--- src/rtl/fp_pkg.sv ---
`default_nettype none
// ============================================================================
// Module   : fp_pkg
// Purpose  : Shared single-precision floating-point definitions for the DNN
//            datapath: divider state encoding, IEEE-754 constants, field
//            extraction and operand classification helpers.
// Ports    : none (package)
// Revision : 1.0 - initial release
// ============================================================================
package fp_pkg;

  localparam int FP32_EXP_W = 8;
  localparam int FP32_MAN_W = 23;

  localparam int          EXP_BIAS = 127;
  localparam int          EXP_MAX  = 255;
  localparam logic [31:0] QNAN     = 32'h7FC0_0000;
  localparam logic [31:0] POS_INF  = 32'h7F80_0000;
  localparam logic [31:0] NEG_INF  = 32'hFF80_0000;

  typedef enum logic [2:0] {
    S_IDLE  = 3'd0,
    S_CHECK = 3'd1,
    S_DIV   = 3'd2,
    S_ROUND = 3'd3,
    S_DONE  = 3'd4
  } state_e;

  typedef enum logic [1:0] {
    FP_ZERO   = 2'd0,
    FP_NORMAL = 2'd1,
    FP_INF    = 2'd2,
    FP_NAN    = 2'd3
  } fp_class_e;

  typedef struct packed {
    logic                  sign;
    logic [FP32_EXP_W-1:0] exp;
    logic [FP32_MAN_W-1:0] frac;
  } fp32_t;

  function automatic fp32_t fp_fields(input logic [31:0] x);
    return fp32_t'(x);
  endfunction

  // Exponent zero is treated as zero regardless of fraction: denormals flush.
  function automatic fp_class_e fp_classify(input fp32_t f);
    if (f.exp == '0) return FP_ZERO;
    if (f.exp == '1) return (f.frac == '0) ? FP_INF : FP_NAN;
    return FP_NORMAL;
  endfunction

endpackage
`default_nettype wire

--- src/rtl/fp_round_pack.sv ---
`default_nettype none
// ============================================================================
// Module   : fp_round_pack
// Purpose  : Combinational round-to-nearest-even of the raw quotient, exponent
//            overflow/underflow detection and IEEE-754 packing.
// Ports    : sign_i    - result sign
//            exp_i     - signed biased exponent (2 guard bits)
//            quo_i     - quotient: 24 significant bits, guard, round
//            sticky_i  - remainder non-zero
//            result_o  - packed single-precision result
//            exc_o     - overflow or underflow (flush) occurred
// Revision : 1.0 - initial release
// ============================================================================
module fp_round_pack
  import fp_pkg::*;
#(
  parameter int EXP_W = 8,
  parameter int MAN_W = 23
) (
  input  logic                     sign_i,
  input  logic signed [EXP_W+1:0]  exp_i,
  input  logic [MAN_W+2:0]         quo_i,
  input  logic                     sticky_i,
  output logic [EXP_W+MAN_W:0]     result_o,
  output logic                     exc_o
);

  localparam int SIG_W = MAN_W + 1;
  localparam int E_W   = EXP_W + 2;
  localparam logic signed [E_W-1:0] E_MAX = E_W'(EXP_MAX);
  localparam logic signed [E_W-1:0] E_ONE = E_W'(1);

  logic [SIG_W-1:0]      mant;
  logic                  guard;
  logic                  rnd;
  logic                  inc;
  logic [SIG_W:0]        sum;
  logic [MAN_W-1:0]      frac;
  logic signed [E_W-1:0] exp_fin;

  always_comb begin
    mant  = quo_i[MAN_W+2:2];
    guard = quo_i[1];
    rnd   = quo_i[0];
    // Tie (guard set, nothing below) rounds toward an even LSB.
    inc   = guard & (rnd | sticky_i | mant[0]);
    sum   = {1'b0, mant} + {{SIG_W{1'b0}}, inc};
    // A carry out means the significand became 10.000..0; renormalise.
    frac    = sum[SIG_W] ? sum[MAN_W:1] : sum[MAN_W-1:0];
    exp_fin = exp_i + $signed({{(E_W-1){1'b0}}, sum[SIG_W]});

    if (exp_fin >= E_MAX) begin
      result_o = {sign_i, {EXP_W{1'b1}}, {MAN_W{1'b0}}};
      exc_o    = 1'b1;
    end else if (exp_fin < E_ONE) begin
      result_o = {sign_i, {(EXP_W+MAN_W){1'b0}}};
      exc_o    = 1'b1;
    end else begin
      result_o = {sign_i, exp_fin[EXP_W-1:0], frac};
      exc_o    = 1'b0;
    end
  end

endmodule
`default_nettype wire

--- src/rtl/fp32_seq_divider.sv ---
`default_nettype none
// ============================================================================
// Module   : fp32_seq_divider
// Purpose  : Multi-cycle IEEE-754 single-precision divider (A / B) using
//            radix-2 restoring division of the significands and RNE rounding.
//            Denormals are flushed to zero on input and output.
// Ports    : clk, reset            - clock, synchronous active-high reset
//            in_valid/in_ready     - operand handshake (A, B)
//            out_valid/out_ready   - result handshake (result, exception)
//            exception             - NaN/invalid, div-by-zero, ovf or unf
// Revision : 1.0 - initial release
// ============================================================================
module fp32_seq_divider #(
  parameter int          EXP_W = 8,
  parameter int          MAN_W = 23,
  parameter logic [31:0] QNAN  = fp_pkg::QNAN
) (
  input  logic        clk,
  input  logic        reset,
  input  logic        in_valid,
  output logic        in_ready,
  input  logic [31:0] A,
  input  logic [31:0] B,
  output logic        out_valid,
  input  logic        out_ready,
  output logic [31:0] result,
  output logic        exception
);

  import fp_pkg::*;

  localparam int SIG_W = MAN_W + 1;
  localparam int REM_W = SIG_W + 1;
  localparam int Q_W   = MAN_W + 3;
  localparam int E_W   = EXP_W + 2;
  localparam int CNT_W = $clog2(Q_W);

  state_e                state_q, state_d;
  logic [31:0]           a_q, a_d, b_q, b_d;
  logic [REM_W-1:0]      rem_q, rem_d;
  logic [SIG_W-1:0]      mb_q, mb_d;
  logic [Q_W-1:0]        quo_q, quo_d;
  logic signed [E_W-1:0] exp_q, exp_d;
  logic                  sign_q, sign_d;
  logic [CNT_W-1:0]      cnt_q, cnt_d;
  logic [31:0]           result_q, result_d;
  logic                  exc_q, exc_d;

  fp32_t                 fa, fb;
  fp_class_e             ca, cb;
  logic [SIG_W-1:0]      ma, mb;
  logic signed [E_W-1:0] exp_raw;
  logic [REM_W-1:0]      diff;
  logic                  qbit;
  logic [31:0]           rp_result;
  logic                  rp_exc;

  fp_round_pack #(
    .EXP_W (EXP_W),
    .MAN_W (MAN_W)
  ) u_round_pack (
    .sign_i   (sign_q),
    .exp_i    (exp_q),
    .quo_i    (quo_q),
    .sticky_i (rem_q != '0),
    .result_o (rp_result),
    .exc_o    (rp_exc)
  );

  assign in_ready  = (state_q == S_IDLE);
  assign out_valid = (state_q == S_DONE);
  assign result    = result_q;
  assign exception = exc_q;

  always_ff @(posedge clk) begin
    if (reset) begin
      state_q  <= S_IDLE;
      a_q      <= '0;
      b_q      <= '0;
      rem_q    <= '0;
      mb_q     <= '0;
      quo_q    <= '0;
      exp_q    <= '0;
      sign_q   <= 1'b0;
      cnt_q    <= '0;
      result_q <= '0;
      exc_q    <= 1'b0;
    end else begin
      state_q  <= state_d;
      a_q      <= a_d;
      b_q      <= b_d;
      rem_q    <= rem_d;
      mb_q     <= mb_d;
      quo_q    <= quo_d;
      exp_q    <= exp_d;
      sign_q   <= sign_d;
      cnt_q    <= cnt_d;
      result_q <= result_d;
      exc_q    <= exc_d;
    end
  end

  always_comb begin
    state_d  = state_q;
    a_d      = a_q;
    b_d      = b_q;
    rem_d    = rem_q;
    mb_d     = mb_q;
    quo_d    = quo_q;
    exp_d    = exp_q;
    sign_d   = sign_q;
    cnt_d    = cnt_q;
    result_d = result_q;
    exc_d    = exc_q;

    fa      = fp_fields(a_q);
    fb      = fp_fields(b_q);
    ca      = fp_classify(fa);
    cb      = fp_classify(fb);
    ma      = {1'b1, fa.frac};
    mb      = {1'b1, fb.frac};
    exp_raw = E_W'({2'b00, fa.exp}) - E_W'({2'b00, fb.exp}) + E_W'(EXP_BIAS);

    // Restoring step: remainder always stays below 2*divisor.
    qbit = (rem_q >= {1'b0, mb_q});
    diff = qbit ? (rem_q - {1'b0, mb_q}) : rem_q;

    unique case (state_q)
      S_IDLE: begin
        if (in_valid) begin
          a_d     = A;
          b_d     = B;
          state_d = S_CHECK;
        end
      end

      S_CHECK: begin
        sign_d  = fa.sign ^ fb.sign;
        state_d = S_DONE;
        if (ca == FP_NAN || cb == FP_NAN ||
            (ca == FP_ZERO && cb == FP_ZERO) ||
            (ca == FP_INF  && cb == FP_INF)) begin
          result_d = QNAN;
          exc_d    = 1'b1;
        end else if (ca == FP_INF) begin
          result_d = sign_d ? NEG_INF : POS_INF;
          exc_d    = 1'b0;
        end else if (cb == FP_ZERO) begin
          result_d = sign_d ? NEG_INF : POS_INF;
          exc_d    = 1'b1;
        end else if (cb == FP_INF || ca == FP_ZERO) begin
          result_d = {sign_d, 31'd0};
          exc_d    = 1'b0;
        end else begin
          // Pre-scale so the quotient lands in [1,2) and its first bit is 1.
          if (ma < mb) begin
            rem_d = {ma, 1'b0};
            exp_d = exp_raw - E_W'(1);
          end else begin
            rem_d = {1'b0, ma};
            exp_d = exp_raw;
          end
          mb_d    = mb;
          quo_d   = '0;
          cnt_d   = '0;
          state_d = S_DIV;
        end
      end

      S_DIV: begin
        quo_d = {quo_q[Q_W-2:0], qbit};
        rem_d = {diff[REM_W-2:0], 1'b0};
        if (cnt_q == CNT_W'(Q_W - 1)) begin
          cnt_d   = '0;
          state_d = S_ROUND;
        end else begin
          cnt_d = cnt_q + CNT_W'(1);
        end
      end

      S_ROUND: begin
        result_d = rp_result;
        exc_d    = rp_exc;
        state_d  = S_DONE;
      end

      S_DONE: begin
        if (out_ready) state_d = S_IDLE;
      end

      default: state_d = S_IDLE;
    endcase
  end

endmodule
`default_nettype wire

--- config.mk ---
export PLATFORM = sky130hd
export DESIGN_NAME = fp32_seq_divider
export DESIGN_NICKNAME = d
export VERILOG_FILES = /design/src/rtl/fp_pkg.sv /design/src/rtl/fp_round_pack.sv /design/src/rtl/fp32_seq_divider.sv
export SDC_FILE = /design/constraint.sdc
export NUM_CORES = 1
export LEC_CHECK = 0
export ABC_CLOCK_PERIOD_IN_PS = 4400
export BUFFER_PORTS_ARGS = -buffer_cell sky130_fd_sc_hd__buf_2
export CORE_ASPECT_RATIO = 1.1
export CORE_MARGIN = 2
export CORE_UTILIZATION = 56
export CTS_CLUSTER_SIZE = 28
export DETAILED_ROUTE_END_ITERATION = 12
export GPL_TIMING_DRIVEN = 1
export HOLD_SLACK_MARGIN = 0.12
export PLACE_DENSITY = 0.76
export REMOVE_ABC_BUFFERS = 1
export SLEW_MARGIN = 20
export SYNTH_ARGS = -nofsm -noshare
export SYNTH_HDL_FRONTEND = slang
export SYNTH_SLANG_ARGS = --single-unit
--- constraint.sdc ---
create_clock -name clk -period 4.4 [get_ports clk]
set_input_delay 0.44 -clock clk [delete_from_list [all_inputs] [get_ports clk]]
set_output_delay 0.44 -clock clk [all_outputs]
set_load 0.005 [all_outputs]
==> results of run 1 <==
routing by layer:
metal  up-vias  routed length (um)  GRT usage, %  part of all wire (%)
met1      4944               13300          36.5                    45
met2       348               13600          45.4                    46
met5         -                   0             0                     0
met4         0                 627          8.61                   2.1
met3        45                1750          5.09                   6.0
li1       5251                   -             -                     -
state kept, by name (all words and copies together), names as in the netlist:
signal	flops
result	32
b_q	32
rem_q	25
state_q	3
exception	1
quo_q	26
cnt_q	5
mb_q	24
a_q	32
sign_q	1
exp_q	10
area by class of cell:
cell class              count  area (um2)  share of cell area (%)
clock buffers              19         443                    3.55
flip-flops and latches    191        3820                    30.6
diodes                      1        2.50                  0.0200
repair buffers            120         648                    5.19
well taps                 252         315                    2.53
multi-input cells        1099        6750                    54.1
clock inverters            13         199                    1.59
inverters                  79         297                    2.38
metrics by stage:
| step | TNS, ps | cell area [um2] | hold WS [ps] | power [uW] | setup WS [ps] |
|---|---|---|---|---|---|
| 6_report | 0 | 12500 | 224 | 6070 | 302 |
| 4_1_cts | 0 | 12400 | 221 | 6020 | 164 |
| 5_1_grt | -47.9 | 12500 | 222 | 6400 | -24.3 |
| 2_1_floorplan | 0 | 10800 | 429 | 3710 | 364 |
| 3_5_place_dp | 0 | 11800 | 439 | 4340 | 171 |
| 3_3_place_gp | 0 | 11800 | 430 | 4310 | 352 |
worst reg2reg max path: stages (launching register included):
cell and delay [ps]:
dfxtp_1 400, and2_1 150, ha_1 180, and4_1 240, and3_1 290, nand4_4 180
nor4_4 350, nand3_2 120, inv_1 160, ha_1 180, buf_4 190, nand3_1 170
o21a_1 250, nor3_1 250, a41oi_2 190, nand4_1 210, nor2_2 70, buf_4 190
a32o_1 250
layout by cell type (no fill, tap or decap), drive strengths merged, types with 4 or more instances in the layout:
cell type and count:
nand2 277, dfxtp 191, a21oi 138, buf 120
nor2 119, inv 84, ha 61, o21ai 55
xnor2 42, nand3 39, nor4 30, a22oi 28
mux2i 25, xor2 25, nand4 25, a21o 20
nor3 19, clkbuf 19, a32o 17, a211oi 16
o211ai 14, nand2b 10, and2 10, and3 9
o22ai 9, o311ai 8, a221oi 7, a31oi 7
o31ai 6, o31a 5, or3 5, mux2 5
a41oi 5, a311oi 5, or2 5, nor2b 4
or4 4, o21a 4, a211o 4, bufinv 4
kinds of logic (layout without fill, tap and decap cells):
kind of cell               count (synthesis)  count (layout)
adders and majority gates                 63              63
xor gates and xnor gates                  68              68
and+or+nand+nor                          568             568
buffers and inverters                    163             231
muxes                                     30              30
DFF                                      191             191
other                                      0               1
AOI/OAI and AO/OA                        370             370
power by group through the flow:
stage	clock network, uW	logic [uW]	registers, uW
floorplan	0	1710	2000
global placement	0	2250	2060
detailed placement	0	2270	2070
CTS	1710	2290	2030
global route	1780	2560	2050
finish	1710	2320	2040
worst max path at each step:
| stage | start | to | slack, ps | cells after the start |
|---|---|---|---|---|
| after global placement | quo_q[2]$_SDFFE_PP0P_ | result[8]$_SDFFE_PP0P_ | 350 | 17 |
| after global routing | quo_q[1]$_SDFFE_PP0P_ | result[1]$_SDFFE_PP0P_ | -20 | 18 |
| after detailed placement | quo_q[2]$_SDFFE_PP0P_ | result[11]$_SDFFE_PP0P_ | 170 | 17 |
| after CTS | quo_q[2]$_SDFFE_PP0P_ | result[11]$_SDFFE_PP0P_ | 160 | 17 |
| after floorplan | quo_q[2]$_SDFFE_PP0P_ | result[16]$_SDFFE_PP0P_ | 360 | 17 |
| final | quo_q[1]$_SDFFE_PP0P_ | result[1]$_SDFFE_PP0P_ | 300 | 18 |
what timing repair did:
| item | CTS | global route |
|---|---|---|
| endpoints found under the setup margin | 0 | 25 |
| setup buffers | 0 | 1 |
| resized for setup | 0 | 7 |
==> flow_metrics.env, run 1 <==
export IMPL_status="completed"
export IMPL_start_kind="flop"
export IMPL_critPathMaxFanout=13
export IMPL_antenna_found_initial=1
export IMPL_cp_top_family="simple AND/OR/NAND/NOR gates"
export IMPL_crit_reg2reg_launch="quo_q[1]$_SDFFE_PP0P_"
export IMPL_portBuffers=102
export IMPL_ys_seq_area_share_pct=34.1
export IMPL_area_growth_pct=11.4
export IMPL_synth_compound_area_share_pct=21.6
export IMPL_grt_max_degree=69
export IMPL_maxCapViolations=0
export IMPL_synth_area_top_cells="dfxtp_1 34%, nand2_1 9.2%, ha_1 6.8%"
export IMPL_clkPwrFrac_pct=28.2
export IMPL_final_cells=1774
export IMPL_drt_iter0_drc=808
export IMPL_core_um2=19700
export IMPL_routedWlPerCell_um=16.5
export IMPL_max_stage_delay_ps=400
export IMPL_clockBufferDepth=2
export IMPL_grt_pass1_vias=9921
export IMPL_synth_edf_count=0
export IMPL_seqPwrFrac_pct=33.6
export IMPL_cts_tree="built"
export IMPL_min_period_ps=4100
export IMPL_grt_pass1_wl_mm=48.5
export IMPL_async_flop_share_pct=0
export IMPL_vias_per_cell=5.97
export IMPL_final_hold_viol_count=0
export IMPL_root_buffer="clkbuf_16"
export IMPL_combPwrFrac_pct=38.3
export IMPL_worstRegToRegCells=18
export IMPL_synth_xor_area_share_pct=5.44
export IMPL_yosys_area_share_adder_pct=7.17
export IMPL_rows=54
export IMPL_cp_buffers_inverters=3
export IMPL_worst_setup_path_type="reg2reg"
export IMPL_sw_frac_of_total_pct=38.2
export IMPL_htreeDepth=4
export IMPL_crit_chain="and2_1, ha_1, and4_1, and3_1, nand4_4, nor4_4, nand3_2, inv_1, ha_1, buf_4, nand3_1, o21a_1, nor3_1, a41oi_2, nand4_1, nor2_2, buf_4, a32o_1"
export IMPL_ir_drop_mv=0.322
export IMPL_fin_util_pct=63.3
export IMPL_mappedNetlistArea_um2=11200
export IMPL_slew_violations=0
export IMPL_min_period_over_period_pct=93.1
export IMPL_cts_buffers=17
export IMPL_drtPass1Iterations=7
export IMPL_final_setup_viol_count=0
export IMPL_tightest_slew_ps=1160
export IMPL_fin_skew_ps=13.6
export IMPL_route_detailed_drc=0
export IMPL_synth_most_common_cell="nand2_1"
export IMPL_num_fill_cells=1743
export IMPL_start_util_pct=56.8
export IMPL_ys_seq_elements=191
export IMPL_powerDensity_nw_per_um2=486
export IMPL_worst_setup_path_end_kind="flop"
export IMPL_num_vias=10588
export IMPL_cp_slowest_cell="dfxtp_1"
export IMPL_synth_top_family_by_area="simple AND/OR/NAND/NOR gates"
export IMPL_ys_flop_type="dfxtp_1"
export IMPL_netlist_top_cells_count="276 x nand2_1, 191 x dfxtp_1, 137 x a21oi_1, 115 x nor2_1, 79 x inv_1"
export IMPL_ios=103
export IMPL_p_leak_uw=0.00495
export IMPL_cts_hold_buffers=0
export IMPL_reg2reg_to="result[1]$_SDFFE_PP0P_"
export IMPL_synth_top_cell_area_share_pct=34.1
export IMPL_path_clk_slew_ps=80
export IMPL_slew_headroom_pct=21.8
export IMPL_grt_overflow_total=0
export IMPL_syn_avg_cell_area_um2=7.71
export IMPL_min_delay_start="A[7]"
export IMPL_dp_hpwl_mm=21.5
export IMPL_r2r_slack_ps=300
export IMPL_totalWireLength_mm=29.3
export IMPL_yosys_area_top_type="dfxtp_1"
export IMPL_switchingPower_uw=2320
export IMPL_placedCellCount=1740
export IMPL_grt_usage_pct=27.4
export IMPL_die_h_um=152
export IMPL_syn_inst=1453
export IMPL_clk_latency_ps=440
export IMPL_clock_sinks=191
export IMPL_hold_class="in2reg"
export IMPL_dieArea_um2=21200
export IMPL_max_freq_mhz=244
export IMPL_arrival_ps=4430
export IMPL_p_int_uw=3750
export IMPL_layout_drive_gt1_share_pct=12.2
export IMPL_synthMuxAreaShare_pct=2.73
export IMPL_worstHoldEndpoint="a_q[7]$_SDFFE_PP0P_"
export IMPL_whs_path_depth=3
export IMPL_place_congestion=0.938
export IMPL_synth_cell_types=79
export IMPL_synthSimpleGateAreaFrac_pct=22.9
export IMPL_fin_nets=1639
export IMPL_required_ps=4730
export IMPL_yosys_warnings=0
export IMPL_final_antenna_net_count=0
export IMPL_dieWidth_um=139
Power figures use the tool's default switching activity.
==> inputs of run 2 (changes only) <==
CORE_ASPECT_RATIO = not set   (was 1.1)
==> run 2 against run 1 <==
Effect of this change:
- clock skew decreased by 4.3 ps
- highest routed layer unchanged
- clock-buffer cell count decreased by 1
- combinational power barely moved
==> flow_metrics.env, run 2 (same netlist as run 1, synthesis figures left out) <==
export IMPL_status="completed"
export IMPL_root_buffer="clkbuf_16"
export IMPL_slew_headroom_pct=27.3
export IMPL_place_area_um2=11800
export IMPL_endpoint="result[1]$_SDFFE_PP0P_"
export IMPL_powerDensity_nw_per_um2=481
export IMPL_final_cell_mix="274 x nand2_1, 191 x dfxtp_1, 137 x a21oi_1"
export IMPL_grt_max_degree=74
export IMPL_dp_hpwl_mm=21.8
export IMPL_rows=51
export IMPL_arrival_ps=4460
export IMPL_mostFrequentLayoutCell="nand2_1"
export IMPL_required_ps=4730
export IMPL_fin_skew_ps=9.27
export IMPL_totalWireLength_mm=29.8
export IMPL_htreeDepth=4
export IMPL_tightest_slew_ps=1080
export IMPL_postLayoutCellArea_um2=12500
export IMPL_crit_reg2reg_launch="quo_q[1]$_SDFFE_PP0P_"
export IMPL_critPathMaxFanout=8
export IMPL_vias_per_cell=5.91
export IMPL_clk_latency_ps=440
export IMPL_r2r_slack_ps=270
export IMPL_min_period_over_period_pct=93.8
export IMPL_num_vias=10535
export IMPL_hold_class="in2reg"
export IMPL_cts_tree="built"
export IMPL_worst_setup_path_end_kind="flop"
export IMPL_die_h_um=145
export IMPL_dieWidth_um=145
export IMPL_drt_iter0_drc=814
export IMPL_final_hold_viol_count=0
export IMPL_ios=103
export IMPL_fin_nets=1639
export IMPL_grt_usage_pct=27.6
export IMPL_cp_startpoint="quo_q[1]$_SDFFE_PP0P_"
export IMPL_maxCapViolations=0
export IMPL_grt_overflow_total=0
export IMPL_clock_sinks=191
export IMPL_diodes=0
export IMPL_cts_setup_buffers=0
export IMPL_fin_ws_ps=273
export IMPL_worstRegToRegCells=18
export IMPL_start_kind="flop"
export IMPL_area_growth_pct=11.2
export IMPL_core_um2=19500
export IMPL_route_detailed_drc=0
export IMPL_slew_violations=0
export IMPL_dieArea_um2=21200
export IMPL_portBuffers=102
export IMPL_routedWlPerCell_um=16.7
export IMPL_antenna_found_initial=0
export IMPL_place_congestion=0.889
export IMPL_min_period_ps=4130
export IMPL_clockBufferDepth=2
export IMPL_layout_drive_gt1_share_pct=12.1
export IMPL_final_setup_viol_count=0
export IMPL_grt_pass1_vias=9703
export IMPL_p_leak_uw=0.00494
export IMPL_path_clk_slew_ps=70
export IMPL_cts_buffers=17
export IMPL_worst_setup_path_type="reg2reg"
export IMPL_drtPass1Iterations=6
export IMPL_start_util_pct=57.4
export IMPL_ir_drop_mv=0.331
export IMPL_dp_slack_ps=11.8
export IMPL_final_antenna_net_count=0
export IMPL_grt_pass1_wl_mm=48.1
export IMPL_max_freq_mhz=242
export IMPL_reg2reg_to="result[1]$_SDFFE_PP0P_"
-- run 2: cell types whose count changed in the layout (fill, tap and decap cells not counted), sizes merged --
| cell | delta |
|---|---|
| clkinv | +2 |
| clkbuf | -1 |
| inv | -2 |
| diode | -1 |
| clkinvlp | -1 |
-- run 2: routing by layer --
layer  GRT usage (%)  part of all wire [%]  up-vias
met5               0                     0        -
met4            9.71                   2.6        0
met3            4.01                   6.3       57
met2            44.5                    45      345
met1            38.0                    46     4888
li1                -                     -     5245
-- run 2: what timing repair did --
item | in CTS | in global routing
endpoints found under the setup margin | 1 | 28
resized for setup | 1 | 8
pin swaps | 0 | 2
hold buffers | 0 | 0
-- run 2: final cells by class --
| type | instances | area [um2] |
|---|---|---|
| clock inverters | 12 | 185 |
| inverters | 79 | 297 |
| fillers | 1760 | 7060 |
| repair buffers | 120 | 648 |
| flip-flops and latches | 191 | 3820 |
| multi-input cells | 1099 | 6750 |
| clock buffers | 18 | 429 |
| well taps | 265 | 332 |
-- run 2: power breakdown --
group	leakage (uW)	switching (uW)	total, uW	internal [uW]
sequential	0.00155	174	2030	1860
clock	0.000297	691	1640	953
combinational	0.00309	1400	2320	914
total	0.00494	2270	5990	3720
-- run 2: per-stage QoR --
step	instances	TNS, ps	hold slack, ps	util [%]	power, uW
final	1784	0	233	63.9	5990
after global routing	1784	-806	226	63.9	6310
after CTS	1784	0	227	63.6	5950
after detailed placement	1754	0	437	60.5	4330
after global placement	1754	0	429	60.5	4300
after floorplan	1369	0	429	-	3710
-- run 2: how the worst min path moves through the flow --
stage | end | startpoint | depth (start not counted) | slack [ps]
final | a_q[28]$_SDFFE_PP0P_ | A[28] | 3 | 230
after global routing | a_q[2]$_SDFFE_PP0P_ | A[2] | 3 | 230
after CTS | a_q[27]$_SDFFE_PP0P_ | A[27] | 3 | 230
after detailed placement | result[11]$_SDFFE_PP0P_ | result[11]$_SDFFE_PP0P_ | 2 | 440
after global placement | result[21]$_SDFFE_PP0P_ | result[21]$_SDFFE_PP0P_ | 2 | 430
after floorplan | mb_q[23]$_SDFFE_PP0P_ | mb_q[23]$_SDFFE_PP0P_ | 2 | 430
-- run 2: critical path: stages (launching register included) --
cell and delay (ps):
dfxtp_1 410, and2_1 160, ha_1 200, and4_1 250
and3_2 260, nand4_4 170, nor4_4 390, nand3_2 120
inv_2 120, ha_2 240, buf_4 180, nand4_1 160
xnor2_2 200, nor3_1 250, a41oi_2 200, nand4_1 230
nor2_2 70, buf_4 170, a32o_1 240
==> inputs of run 3 (changes only) <==
REMOVE_ABC_BUFFERS = not set   (was 1)
==> run 3 against run 2 <==
Effect of this change:
- die area unchanged
- final cell count did not move
- sequential power hardly changed
- clock skew is 4.5 ps higher
- first-iteration DRC count fell by 19%
- global-route usage shrank 0.92 points
- routed wire length is 3.9% lower
- register-to-register slack barely moved
- clock power decreased by 4%
- combinational power about the same
- maximum frequency up 0.33%
- critical path type unchanged
- largest power group unchanged
- highest routed layer unchanged
==> flow_metrics.env, run 3 (same netlist as run 1, synthesis figures left out) <==
export IMPL_status="completed"
export IMPL_max_freq_mhz=243
export IMPL_num_fill_cells=1788
export IMPL_fin_skew_ps=13.8
export IMPL_antenna_found_initial=0
export IMPL_area_growth_pct=10.9
export IMPL_maxCapViolations=0
export IMPL_start_kind="flop"
export IMPL_hold_class="in2reg"
export IMPL_required_ps=4750
export IMPL_core_um2=19500
export IMPL_dieArea_um2=21200
export IMPL_ios=103
export IMPL_reg2reg_to="result[22]$_SDFFE_PP0P_"
export IMPL_slew_violations=0
export IMPL_rows=51
export IMPL_ir_drop_mv=0.350
export IMPL_max_stage_delay_ps=440
export IMPL_clk_latency_ps=440
export IMPL_cp_slowest_cell="dfxtp_1"
export IMPL_path_clk_slew_ps=80
export IMPL_worstHoldEndpoint="a_q[7]$_SDFFE_PP0P_"
export IMPL_crit_reg2reg_launch="quo_q[2]$_SDFFE_PP0P_"
export IMPL_r2r_slack_ps=290
export IMPL_vias_per_cell=5.85
export IMPL_clockBufferDepth=2
export IMPL_min_delay_start="A[7]"
export IMPL_p_leak_uw=0.00490
export IMPL_dp_hpwl_mm=20.7
export IMPL_num_vias=10434
export IMPL_whs_path_depth=3
export IMPL_grt_pass1_wl_mm=47.3
export IMPL_crit_top_cell="nand4_1"
export IMPL_grt_pass1_vias=9518
export IMPL_portBuffers=102
export IMPL_start_util_pct=57.4
export IMPL_htreeDepth=4
export IMPL_final_hold_viol_count=0
export IMPL_worstRegToRegCells=17
export IMPL_place_area_um2=11800
export IMPL_crit_chain="and2_1, ha_1, and4_1, and3_1, nand4_2, nor4_4, nand3_2, inv_1, ha_4, nand4_1, nor3_2, xnor2_1, a41oi_2, nand4_1, buf_4, a21o_1, a211oi_1"
export IMPL_root_buffer="clkbuf_16"
export IMPL_slew_headroom_pct=28.2
export IMPL_diodes=0
export IMPL_min_period_ps=4110
export IMPL_min_period_over_period_pct=93.5
export IMPL_totalWireLength_mm=28.6
export IMPL_drtPass1Iterations=5
export IMPL_synth_fp_nets=1584
export IMPL_grt_usage_pct=26.7
export IMPL_layout_drive_gt1_share_pct=12.0
export IMPL_worst_setup_path_type="reg2reg"
export IMPL_final_setup_viol_count=0
export IMPL_final_cell_mix="274 x nand2_1, 191 x dfxtp_1, 137 x a21oi_1"
export IMPL_route_detailed_drc=0
export IMPL_cts_buffers=17
export IMPL_die_h_um=145
export IMPL_tightest_slew_ps=1070
export IMPL_dieWidth_um=145
export IMPL_fin_nets=1637
export IMPL_postLayoutCellArea_um2=12400
export IMPL_grt_overflow_total=0
export IMPL_powerDensity_nw_per_um2=477
export IMPL_critPathMaxFanout=13
export IMPL_drt_iter0_drc=662
export IMPL_fin_util_pct=63.7
export IMPL_final_antenna_net_count=0
export IMPL_place_congestion=0.930
export IMPL_mostFrequentLayoutCell="nand2_1"
export IMPL_cts_tree="built"
export IMPL_arrival_ps=4470
export IMPL_clock_sinks=191
export IMPL_grt_max_degree=67
export IMPL_worst_setup_path_end_kind="flop"
export IMPL_routedWlPerCell_um=16.0
run 3: cell count changes in the layout (fill, tap and decap cells not counted), sizes merged:
| cell | before | now |
|---|---|---|
| inv | 82 | 87 |
| clkinvlp | 1 | 3 |
| bufinv | 4 | 1 |
| clkinv | 4 | 3 |
| clkbuf | 18 | 17 |
| buf | 120 | 118 |
run 3: per-layer routing:
| metal | vias up | track usage (%) | routed length [um] |
|---|---|---|---|
| met2 | 327 | 43.5 | 13200 |
| met1 | 4833 | 37.2 | 13400 |
| met5 | - | 0 | 0 |
| met3 | 29 | 4.33 | 1640 |
| met4 | 0 | 6.27 | 362 |
| li1 | 5245 | - | - |
run 3: area by class of cell:
cell class                      instances  area [um2]  area share, %
Timing Repair Buffer                  118         633           5.09
Clock buffer                           17         425           3.42
Multi-Input combinational cell       1099        6750           54.3
Clock inverter                         15         171           1.38
Tap cell                              265         332           2.67
Inverter                               79         297           2.38
Sequential cell                       191        3820           30.8
run 3: worst max-delay path, delay by kind of cell (launching register included):
| family | cells | cell delay (ps) |
|---|---|---|
| and+or+nand+nor | 9 | 1930 |
| DFF | 1 | 440 |
| adders and majority gates | 2 | 460 |
| xor gates and xnor gates | 1 | 150 |
| buffers and inverters | 2 | 450 |
| AOI/OAI and AO/OA | 3 | 600 |
run 3: per-stage QoR:
stage          TNS (ps)  instances  hold slack (ps)  power [uW]  setup WS (ps)
5_1_grt           -50.9       1784              220        6280          -26.5
3_5_place_dp          0       1751              440        4320           66.1
2_1_floorplan         0       1453              435        3870            426
6_report              0       1784              225        5930            287
3_3_place_gp          0       1751              431        4290            227
4_1_cts               0       1783              215        5900           14.4
run 3: repair_timing:
item | in CTS | in global routing
resized for setup | 0 | 6
hold buffers | 0 | 0
setup endpoints to repair | 0 | 25
buffers inserted | 0 | 1
run 3: how the worst max path moves through the flow:
stage | startpoint | end | slack, ps | cells after the start
floorplan | quo_q[2]$_SDFFE_PP0P_ | result[11]$_SDFFE_PP0P_ | 430 | 19
global placement | quo_q[1]$_SDFFE_PP0P_ | result[8]$_SDFFE_PP0P_ | 230 | 17
detailed placement | quo_q[2]$_SDFFE_PP0P_ | result[5]$_SDFFE_PP0P_ | 70 | 17
CTS | quo_q[2]$_SDFFE_PP0P_ | result[16]$_SDFFE_PP0P_ | 10 | 17
global route | quo_q[1]$_SDFFE_PP0P_ | result[22]$_SDFFE_PP0P_ | -30 | 17
finish | quo_q[2]$_SDFFE_PP0P_ | result[22]$_SDFFE_PP0P_ | 290 | 17
run 3: where the power goes:
group | switching (uW) | total [uW] | internal, uW
logic | 1400 | 2320 | 921
registers | 169 | 2020 | 1850
clock network | 767 | 1580 | 812
total | 2340 | 5930 | 3590
